`config.mk`:
```
export PLATFORM = sky130hd
export DESIGN_NAME = sc_game_field
export DESIGN_NICKNAME = d
export VERILOG_FILES = /design/src/rtl/sc_game_pkg.sv /design/src/rtl/sc_game_lfsr8.sv /design/src/rtl/sc_game_field.sv
export SDC_FILE = /design/constraint.sdc
export NUM_CORES = 1
export LEC_CHECK = 0
export BUFFER_PORTS_ARGS = -buffer_cell sky130_fd_sc_hd__buf_2
export CAP_MARGIN = 5
export CORE_MARGIN = 1
export CORE_UTILIZATION = 34
export DETAILED_ROUTE_END_ITERATION = 10
export PLACE_DENSITY = 0.63
export SKIP_LAST_GASP = 1
export SYNTH_ARGS = -nofsm -noshare
export SYNTH_HDL_FRONTEND = slang
export SYNTH_SLANG_ARGS = --single-unit
```
`constraint.sdc`:
```
create_clock -name SC_GAMEFIELD_CLOCK_50 -period 4.9 [get_ports SC_GAMEFIELD_CLOCK_50]
set_clock_uncertainty 0.1 [all_clocks]
set_input_delay 0.735 -clock SC_GAMEFIELD_CLOCK_50 [delete_from_list [all_inputs] [get_ports SC_GAMEFIELD_CLOCK_50]]
set_output_delay 0.735 -clock SC_GAMEFIELD_CLOCK_50 [all_outputs]
set_load 0.05 [all_outputs]
```
`src/rtl/sc_game_pkg.sv`:
```
// Shared constants for the LED-matrix game field: state codes, LFSR taps,
// density levels and small pixel/LFSR helpers.
package sc_game_pkg;

  localparam int ROW_COUNT = 8;
  localparam int LFSR_W    = 8;
  localparam logic [LFSR_W-1:0] LFSR_TAPS = 8'hB8;

  localparam logic [1:0] ST_IDLE = 2'b00;
  localparam logic [1:0] ST_PLAY = 2'b01;
  localparam logic [1:0] ST_OVER = 2'b10;

  localparam logic [1:0] LVL_NONE   = 2'd0;
  localparam logic [1:0] LVL_SPARSE = 2'd1;
  localparam logic [1:0] LVL_ONE    = 2'd2;
  localparam logic [1:0] LVL_TWO    = 2'd3;

  function automatic logic [7:0] onehot8(input logic [2:0] idx);
    return 8'h01 << idx;
  endfunction

  // Galois form: shift right, fold taps back in when a 1 falls out.
  function automatic logic [LFSR_W-1:0] lfsr_next(input logic [LFSR_W-1:0] v);
    return (v >> 1) ^ (v[0] ? LFSR_TAPS : '0);
  endfunction

endpackage

```
`src/rtl/sc_game_lfsr8.sv`:
```
// 8-bit Galois LFSR; load restores the seed, en advances one step.
module sc_game_lfsr8
  import sc_game_pkg::*;
#(
  parameter logic [LFSR_W-1:0] SEED = 8'hA5
) (
  input  logic              clk,
  input  logic              rst_n,
  input  logic              load,
  input  logic              en,
  output logic [LFSR_W-1:0] value
);

  always_ff @(posedge clk or negedge rst_n) begin
    if (!rst_n)    value <= SEED;
    else if (load) value <= SEED;
    else if (en)   value <= lfsr_next(value);
  end

endmodule

```
`src/rtl/sc_game_field.sv`:
```
// Game-field engine: scrolling obstacle rows, bottom-row player, IDLE/PLAY/OVER
// control and blink-on-game-over, presented as eight row buses.
module sc_game_field
  import sc_game_pkg::*;
#(
  parameter int              DATAWIDTH_BUS = 8,
  parameter logic [7:0]      LFSR_SEED     = 8'hA5,
  parameter int              START_COL     = 3,
  parameter int              BLINK_TICKS   = 4
) (
  input  logic                     SC_GAMEFIELD_CLOCK_50,
  input  logic                     SC_GAMEFIELD_RESET_InLow,
  input  logic                     SC_GAMEFIELD_start_In,
  input  logic                     SC_GAMEFIELD_left_In,
  input  logic                     SC_GAMEFIELD_right_In,
  input  logic                     SC_GAMEFIELD_tick_InLow,
  input  logic [1:0]               SC_GAMEFIELD_level_InBUS,
  output logic [DATAWIDTH_BUS-1:0] SC_GAMEFIELD_data0_OutBUS,
  output logic [DATAWIDTH_BUS-1:0] SC_GAMEFIELD_data1_OutBUS,
  output logic [DATAWIDTH_BUS-1:0] SC_GAMEFIELD_data2_OutBUS,
  output logic [DATAWIDTH_BUS-1:0] SC_GAMEFIELD_data3_OutBUS,
  output logic [DATAWIDTH_BUS-1:0] SC_GAMEFIELD_data4_OutBUS,
  output logic [DATAWIDTH_BUS-1:0] SC_GAMEFIELD_data5_OutBUS,
  output logic [DATAWIDTH_BUS-1:0] SC_GAMEFIELD_data6_OutBUS,
  output logic [DATAWIDTH_BUS-1:0] SC_GAMEFIELD_data7_OutBUS,
  output logic [1:0]               SC_GAMEFIELD_state_OutBUS,
  output logic [7:0]               SC_GAMEFIELD_score_OutBUS
);

  localparam logic [2:0] START_POS = 3'(START_COL);
  localparam logic [7:0] BLINK_MAX = 8'(BLINK_TICKS - 1);

  logic clk, rst_n;
  assign clk   = SC_GAMEFIELD_CLOCK_50;
  assign rst_n = SC_GAMEFIELD_RESET_InLow;

  logic [ROW_COUNT-1:0][DATAWIDTH_BUS-1:0] bg;
  logic [ROW_COUNT-1:0][DATAWIDTH_BUS-1:0] rows;
  logic [2:0]        pos;
  logic [1:0]        state;
  logic [7:0]        score, blink_cnt;
  logic              visible, odd;
  logic              prev_start, prev_left, prev_right, prev_tick;
  logic [LFSR_W-1:0] lfsr;
  logic [7:0]        new_row;

  logic start_ev, left_ev, right_ev, tick_ev, collide;
  assign start_ev = SC_GAMEFIELD_start_In & ~prev_start;
  assign left_ev  = SC_GAMEFIELD_left_In  & ~prev_left;
  assign right_ev = SC_GAMEFIELD_right_In & ~prev_right;
  // Falling edge of the active-low tick: a tick held low counts once.
  assign tick_ev  = ~SC_GAMEFIELD_tick_InLow & prev_tick;
  assign collide  = (state == ST_PLAY) && bg[0][pos];

  sc_game_lfsr8 #(.SEED(LFSR_SEED)) u_lfsr (
    .clk   (clk),
    .rst_n (rst_n),
    .load  ((state == ST_IDLE) && start_ev),
    .en    ((state == ST_PLAY) && !collide && tick_ev),
    .value (lfsr)
  );

  always_comb begin
    new_row = '0;
    case (SC_GAMEFIELD_level_InBUS)
      LVL_SPARSE: new_row = odd ? 8'h00 : onehot8(lfsr[2:0]);
      LVL_ONE:    new_row = onehot8(lfsr[2:0]);
      LVL_TWO:    new_row = onehot8(lfsr[2:0]) | onehot8(lfsr[5:3]);
      default:    new_row = '0;
    endcase
  end

  always_ff @(posedge clk or negedge rst_n) begin
    if (!rst_n) begin
      bg         <= '0;
      pos        <= START_POS;
      state      <= ST_IDLE;
      score      <= '0;
      visible    <= 1'b1;
      blink_cnt  <= '0;
      odd        <= 1'b0;
      prev_start <= 1'b0;
      prev_left  <= 1'b0;
      prev_right <= 1'b0;
      prev_tick  <= 1'b1;
    end else begin
      prev_start <= SC_GAMEFIELD_start_In;
      prev_left  <= SC_GAMEFIELD_left_In;
      prev_right <= SC_GAMEFIELD_right_In;
      prev_tick  <= SC_GAMEFIELD_tick_InLow;
      case (state)
        ST_IDLE: begin
          bg  <= '0;
          pos <= START_POS;
          if (start_ev) begin
            state <= ST_PLAY;
            score <= '0;
            odd   <= 1'b0;
          end
        end
        ST_PLAY: begin
          // A hit freezes the frame as-is: no scroll, move or score that cycle.
          if (collide) begin
            state <= ST_OVER;
          end else begin
            if (tick_ev) begin
              bg    <= {new_row, bg[ROW_COUNT-1:1]};
              odd   <= ~odd;
              score <= (score == 8'hFF) ? score : score + 8'd1;
            end
            if (left_ev && !right_ev && pos != 3'd7)      pos <= pos + 3'd1;
            else if (right_ev && !left_ev && pos != 3'd0) pos <= pos - 3'd1;
          end
        end
        ST_OVER: begin
          if (start_ev) begin
            state     <= ST_IDLE;
            bg        <= '0;
            pos       <= START_POS;
            visible   <= 1'b1;
            blink_cnt <= '0;
          end else if (tick_ev) begin
            if (blink_cnt == BLINK_MAX) begin
              blink_cnt <= '0;
              visible   <= ~visible;
            end else begin
              blink_cnt <= blink_cnt + 8'd1;
            end
          end
        end
        default: state <= ST_IDLE;
      endcase
    end
  end

  assign rows[0] = visible ? (bg[0] | onehot8(pos)) : '0;
  for (genvar r = 1; r < ROW_COUNT; r++) begin : g_row
    assign rows[r] = visible ? bg[r] : '0;
  end

  assign SC_GAMEFIELD_data0_OutBUS = rows[0];
  assign SC_GAMEFIELD_data1_OutBUS = rows[1];
  assign SC_GAMEFIELD_data2_OutBUS = rows[2];
  assign SC_GAMEFIELD_data3_OutBUS = rows[3];
  assign SC_GAMEFIELD_data4_OutBUS = rows[4];
  assign SC_GAMEFIELD_data5_OutBUS = rows[5];
  assign SC_GAMEFIELD_data6_OutBUS = rows[6];
  assign SC_GAMEFIELD_data7_OutBUS = rows[7];
  assign SC_GAMEFIELD_state_OutBUS = state;
  assign SC_GAMEFIELD_score_OutBUS = score;

endmodule

```
# [Yosys cells after proc, flatten, opt, wreduce, memory -nomap -nowiden]
# Cells that the tools add are included.
[classes] add_sub_neg=4 eq_ne=15 n_lt_le_gt_ge=1 n_reduce_logical=25 muxes=43 bitwise_logic=13 shift=3
[ops] cell="2-to-1 mux 64 bit" n=3
[ops] cell="case mux 64 bit (3 select lines)" n=1
[ops] cell="2-to-1 mux 8 bit" n=19
[ops] cell="case mux 8 bit (3 select lines)" n=1
[ops] cell="<< shifter 1 x 3 -> 8 bit (first input constant)" n=3
[ops] cell="adder 8 x 1 -> 8 bit (second input constant)" n=2
[ops] cell="OR 8 bit" n=2
[ops] cell="case mux 8 bit (2 select lines)" n=1
[ops] cell="2-to-1 mux 3 bit" n=4
[ops] cell="inequality test 2 bit (second input constant)" n=6
[ops] cell="AND reduction 4 bit" n=3
[ops] cell="case mux 3 bit (3 select lines)" n=1
[ops] cell="== test 8 x 2 -> 1 bit (second input constant)" n=1
[ops] cell="== test 8 bit (second input constant)" n=1
[ops] cell="logical AND 1 bit" n=8
[ops] cell="nonzero test 2 bit" n=4
[ops] cell="bitwise XOR 7 x 8 -> 8 bit" n=1
[ops] cell="2-to-1 mux 1 bit" n=7
[ops] cell="== test 2 bit (second input constant)" n=3
[ops] cell="2-to-1 mux 2 bit" n=3
[ops] cell="NOT 1 bit" n=6
[ops] cell="case mux 2 bit (3 select lines)" n=1
[ops] cell="AND reduction 3 bit" n=2
[ops] cell="nonzero test 3 bit" n=2
[ops] cell="other kinds (13)" n=19
[totals] reg_bits=99 input_bits=8 out_inout_bits=74 elab_cells=123

# [Longest topological paths before layout]
[logic_depth] ltp_word=9 depth_mapped=8

# [By module]
# Synthesis repeated with hierarchy kept, for this count alone.
[hier_totals] cells_unflattened=470 area_unflattened_um2=4971.0
[by_module_without_submodules] mod="sc_game_field" cells_per_inst=440 area_per_inst_um2=4620.7 seq_area_each_um2=2282.2 n_inst=1
[by_module_without_submodules] mod="sc_game_lfsr8" cells_per_inst=30 area_per_inst_um2=350.3 seq_area_each_um2=205.2 n_inst=1

# [Least setup slack after synthesis]
# Ideal clock, no wire load.
[synth_path] kind="register -> output" start="register pos[2]" end="output port SC_GAMEFIELD_data0_OutBUS[7]" t_arrival_ns=2.030 stages_incl_launch_ff=4 path_slack_ns=2.035 path_cell_list="dfrtp_1 > clkbuf_1 > nand3_1 > a21boi_0"
[synth_via] elab_chain_len=3
[synth_rtl] element="start: declaration" line_no="sc_game_field.sv:39" source="logic [2:0] pos;"
[synth_rtl] element="start signal: assignment" line_no="sc_game_field.sv:111" source="if (left_ev && !right_ev && pos != 3'd7) pos <= pos + 3'd1;"
[synth_rtl] element="start signal: assignment" line_no="sc_game_field.sv:112" source="else if (right_ev && !left_ev && pos != 3'd0) pos <= pos - 3'd1;"
[synth_rtl] element="<< shifter 1 x 3 -> 8 bit" line_no="sc_game_pkg.sv:19" source="return 8'h01 << idx;"
[synth_rtl] element="OR 8 bit" line_no="sc_game_field.sv:136" source="assign rows[0] = visible ? (bg[0] | onehot8(pos)) : '0;"
[synth_rtl] element="2-to-1 mux 8 bit" line_no="sc_game_field.sv:136"
[synth_rtl] element="end: declaration" line_no="sc_game_field.sv:18" source="output logic [DATAWIDTH_BUS-1:0] SC_GAMEFIELD_data0_OutBUS,"
# Every way passes these cells.

# [Worst setup path after layout]
[layout_path] start="register pos[1]" end="register bg[53] (netlist bit)"
[layout_via] elab_chain_len=5
[layout_rtl] element="binary-select mux 1 bit (select 3 bit)" line_no="sc_game_field.sv:53" source="assign collide = (state == ST_PLAY) && bg[0][pos];"
[layout_rtl] element="2-to-1 mux 1 bit (implied by the code)" line_no="sc_game_field.sv:53"
[layout_rtl] element="logical AND 1 bit" line_no="sc_game_field.sv:53"
[layout_rtl] element="inequality test 2 bit (no source line)"
[layout_rtl] element="AND reduction 4 bit (no source line)"
[layout_rtl] element="end signal: assignment" line_no="sc_game_field.sv:107" source="bg <= {new_row, bg[ROW_COUNT-1:1]};"
[layout_rtl] element="end: declaration" line_no="sc_game_field.sv:37" source="logic [ROW_COUNT-1:0][DATAWIDTH_BUS-1:0] bg;"
# Every way passes these cells. The select of a mux whose other input is x is not followed.
# A chain may end at the register's enable or synchronous reset.

==> impl_metrics.toml <==
[synth]
syn_nets = 457
avgSynthCellArea_um2 = 10.8
synth_area_um2 = 4790
yosysUniqueCellTypes = 54
ys_warn_count = 0
synth_edf_count = 0
synth-xor-area-share_pct = 1.64
yosysMostFrequentCell = "dfrtp_1"
synth-adder-area-share_pct = 0.939
synthArstFlopShare_pct = 100
synth.top_cell.area_share_pct = 47.5
synth_top_family_by_area = "compound AO/OA/AOI/OAI gates"
synth_common_cells = "dfrtp_1, a22o_1, and2_1"
synth-seq-cells = 99
synth-compound-area-share_pct = 21.4
synthMuxAreaShare_pct = 1.33
ys_seq_area_share_pct = 51.9
syn_inst = 446
synth.area.top_cells = "dfrtp_1, a22o_1, and2_1"
yosys.area_share.simple_pct = 18.1
ys.flop_type = "dfrtp_1"
synth_top_area_cell = "dfrtp_1"

[cells_and_area]
insertedDiodeCount = 0
finalNetCount = 519
area_delta_synth_final_pct = 15.7
final_area_um2 = 5550
final_layout_size_suffix_gt1_share_pct = 22.6
final_util_pct = 40.1

[sta]
setup-tns-final_ns = 0
fmax_mhz = 330
slew_violations = 0
finalCritPeriodShare_pct = 61.8
rsz0062_at_grt = "false"
relSlewSlack_pct = 21.5
finalCriticalPeriod_ns = 3.03
setup-violations-final = 0
hold_violations = 0
worstMarginPinSlew_ns = 1.18

[power]
power_frac_comb_pct = 29.8
swShare_pct = 41.6
p_seq_share_pct = 43.6
power_leakage_nw = 2.69
intPower_mw = 1.49
clkPwrFrac_pct = 26.6
p_switching_mw = 1.06
p_per_area_nw_per_um2 = 459
peakVddDrop_mv = 0.208

[critical_path]
path_cells = "mux2_2 -> a2bb2oi_1 -> a31o_2 -> a21o_2 -> a22o_1"
cp-startpoint = "pos[1]"
crit_type = "reg -> reg"
rr_worst_depth = 5
startpoint_type = "register"
critPathArrivalTime_ns = 3.20
max_stage_delay_ns = 0.97
worstSetupEndpoint = "bg[53]"
reg2reg_to = "bg[53]"
crit_required_ns = 5.08
critPathMaxFanout = 64
cp_slowest_cell = "a21o_2"
endpoint_kind = "register"
r2r-start = "pos[1]"
reg2reg_setup_slack_ns = 1.87

[placement]
gp_congestion = 0.768
placed_area_um2 = 5260
portBuffers = 81
dp_hpwl_mm = 7.28

[cts]
cts.repair.resized = 0
cts_inserted_buffers = 9
cts_tree = "done"
clk_latency_ns = 0.34
cts_setup_buffers = 0
cts_max_path_buffers = 2
path_clk_slew_ns = 0.07
cts.sinks = 99
cts_max_level = 3
ctsHoldBuffers = 0
root_buffer = "clkbuf_16"

[detailed_routing]
wl_mm = 10.9
wl_per_cell_um = 15.7
drt_iter0_drc = 284
ant_nets = 0
dr.pass1.iters = 4
drt_drc_violations_left = 0
vias = 3636
vias_per_cell = 5.25

[die]
fp-row-count = 43
start_util_pct = 34.7
die-area_um2 = 14600
die-width_um = 121
pin_count = 82
die_y_um = 121
core-area_um2 = 13800

[global_routing]
grt_usage_pct = 15.5
grt_max_degree = 69
grt_pass1_wl_mm = 17.9
antenna_found_initial = 0
grt_overflow = 0
grt_pass1_vias = 3418

[worst_hold_path]
hold_class = "reg -> reg"

[status]
status = "finished, final reports clean"

[job]
max_cap_viol_count = 0
[area by class of cell]
cell class                 instances  area [um2]
clock inverter                     7        58.8
inverter                           8        30.0
clock buffer                       9         225
timing repair buffer              84         430
sequential                        99        2490
tap                              180         225
fill                            1362        8280
multi-input combinational        306        2090
[power groups by stage]
| stage | Clock, mW | Combinational [mW] | Sequential [mW] |
|---|---|---|---|
| 6_report | 0.678 | 0.758 | 1.11 |
| 5_1_grt | 0.726 | 0.828 | 1.14 |
| 4_1_cts | 0.693 | 0.758 | 1.11 |
| 3_5_place_dp | 0 | 0.751 | 1.12 |
| 3_3_place_gp | 0 | 0.741 | 1.12 |
| 2_1_floorplan | 0 | 0.706 | 1.05 |
[sequential cells by signal, indices dropped and copies added (netlist names)]
signal                     cells
bg                            64
SC_GAMEFIELD_score_OutBUS      8
blink_cnt                      8
u_lfsr.value                   8
pos                            3
SC_GAMEFIELD_state_OutBUS      2
odd                            1
prev_left                      1
prev_right                     1
prev_start                     1
prev_tick                      1
visible                        1
[cells by family (layout without fill, tap and decap cells)]
logic type	count (synthesis)	count (layout)
AO/OA/AOI/OAI	133	133
XOR/XNOR	9	9
adder cells (fa/ha/maj)	3	3
buffers and inverters	41	108
flip-flops	99	99
multiplexers	5	5
AND/OR/NAND/NOR	156	156
[layout by cell type, fill, tap and decap left out, types with 4 or more instances in the layout]
| master | instances |
|---|---|
| dfrtp_1 | 91 |
| o21a_1 | 5 |
| a31oi_1 | 11 |
| dfstp_2 | 8 |
| and2_1 | 57 |
| nor2b_1 | 8 |
| buf_2 | 80 |
| o31ai_1 | 4 |
| o21ai_0 | 12 |
| nand3_1 | 16 |
| nand2_1 | 23 |
| clkbuf_16 | 9 |
| o2bb2ai_1 | 4 |
| o211ai_1 | 8 |
| xor2_1 | 6 |
| nor3_1 | 12 |
| nand2b_1 | 8 |
| inv_1 | 8 |
| o32ai_1 | 5 |
| nor2_1 | 13 |
| a22o_1 | 60 |
| a21oi_1 | 8 |
| buf_4 | 4 |
[worst max-delay path: cells and delay by family, from the launching register on]
| kind | cells | cell delay [ns] |
|---|---|---|
| muxes | 1 | 0.20 |
| DFF | 1 | 0.67 |
| AOI/OAI and AO/OA | 4 | 1.96 |
[stage by stage]
stage	power (mW)	worst slack (ns)	cells	hold slack [ns]
6_report	2.55	1.87	693	0.382
5_1_grt	2.69	1.67	693	0.392
4_1_cts	2.56	1.89	693	0.381
3_5_place_dp	1.88	1.90	677	0.368
3_3_place_gp	1.86	1.97	677	0.368
2_1_floorplan	1.75	2.03	446	0.339
[how the worst min path moves through the flow]
stage	start	to	slack (ns)	cells past startpoint
after floorplan	SC_GAMEFIELD_RESET_InLow	SC_GAMEFIELD_score_OutBUS[0]	0.34	0
after global placement	u_lfsr.value[7]	u_lfsr.value[7]	0.37	2
after detailed placement	u_lfsr.value[7]	u_lfsr.value[7]	0.37	2
after CTS	u_lfsr.value[7]	u_lfsr.value[7]	0.38	2
after global routing	SC_GAMEFIELD_tick_InLow	prev_tick	0.39	1
final	u_lfsr.value[7]	u_lfsr.value[7]	0.38	2
[per-layer routing]
layer,GRT usage [%],vias up,routed length [um]
li1,-,1757,-
met1,21.6,1798,5110
met2,24.0,74,5170
met3,3.82,7,471
met4,4.63,0,108
met5,0,-,0
Note: power is estimated with default switching activity, not from simulation.
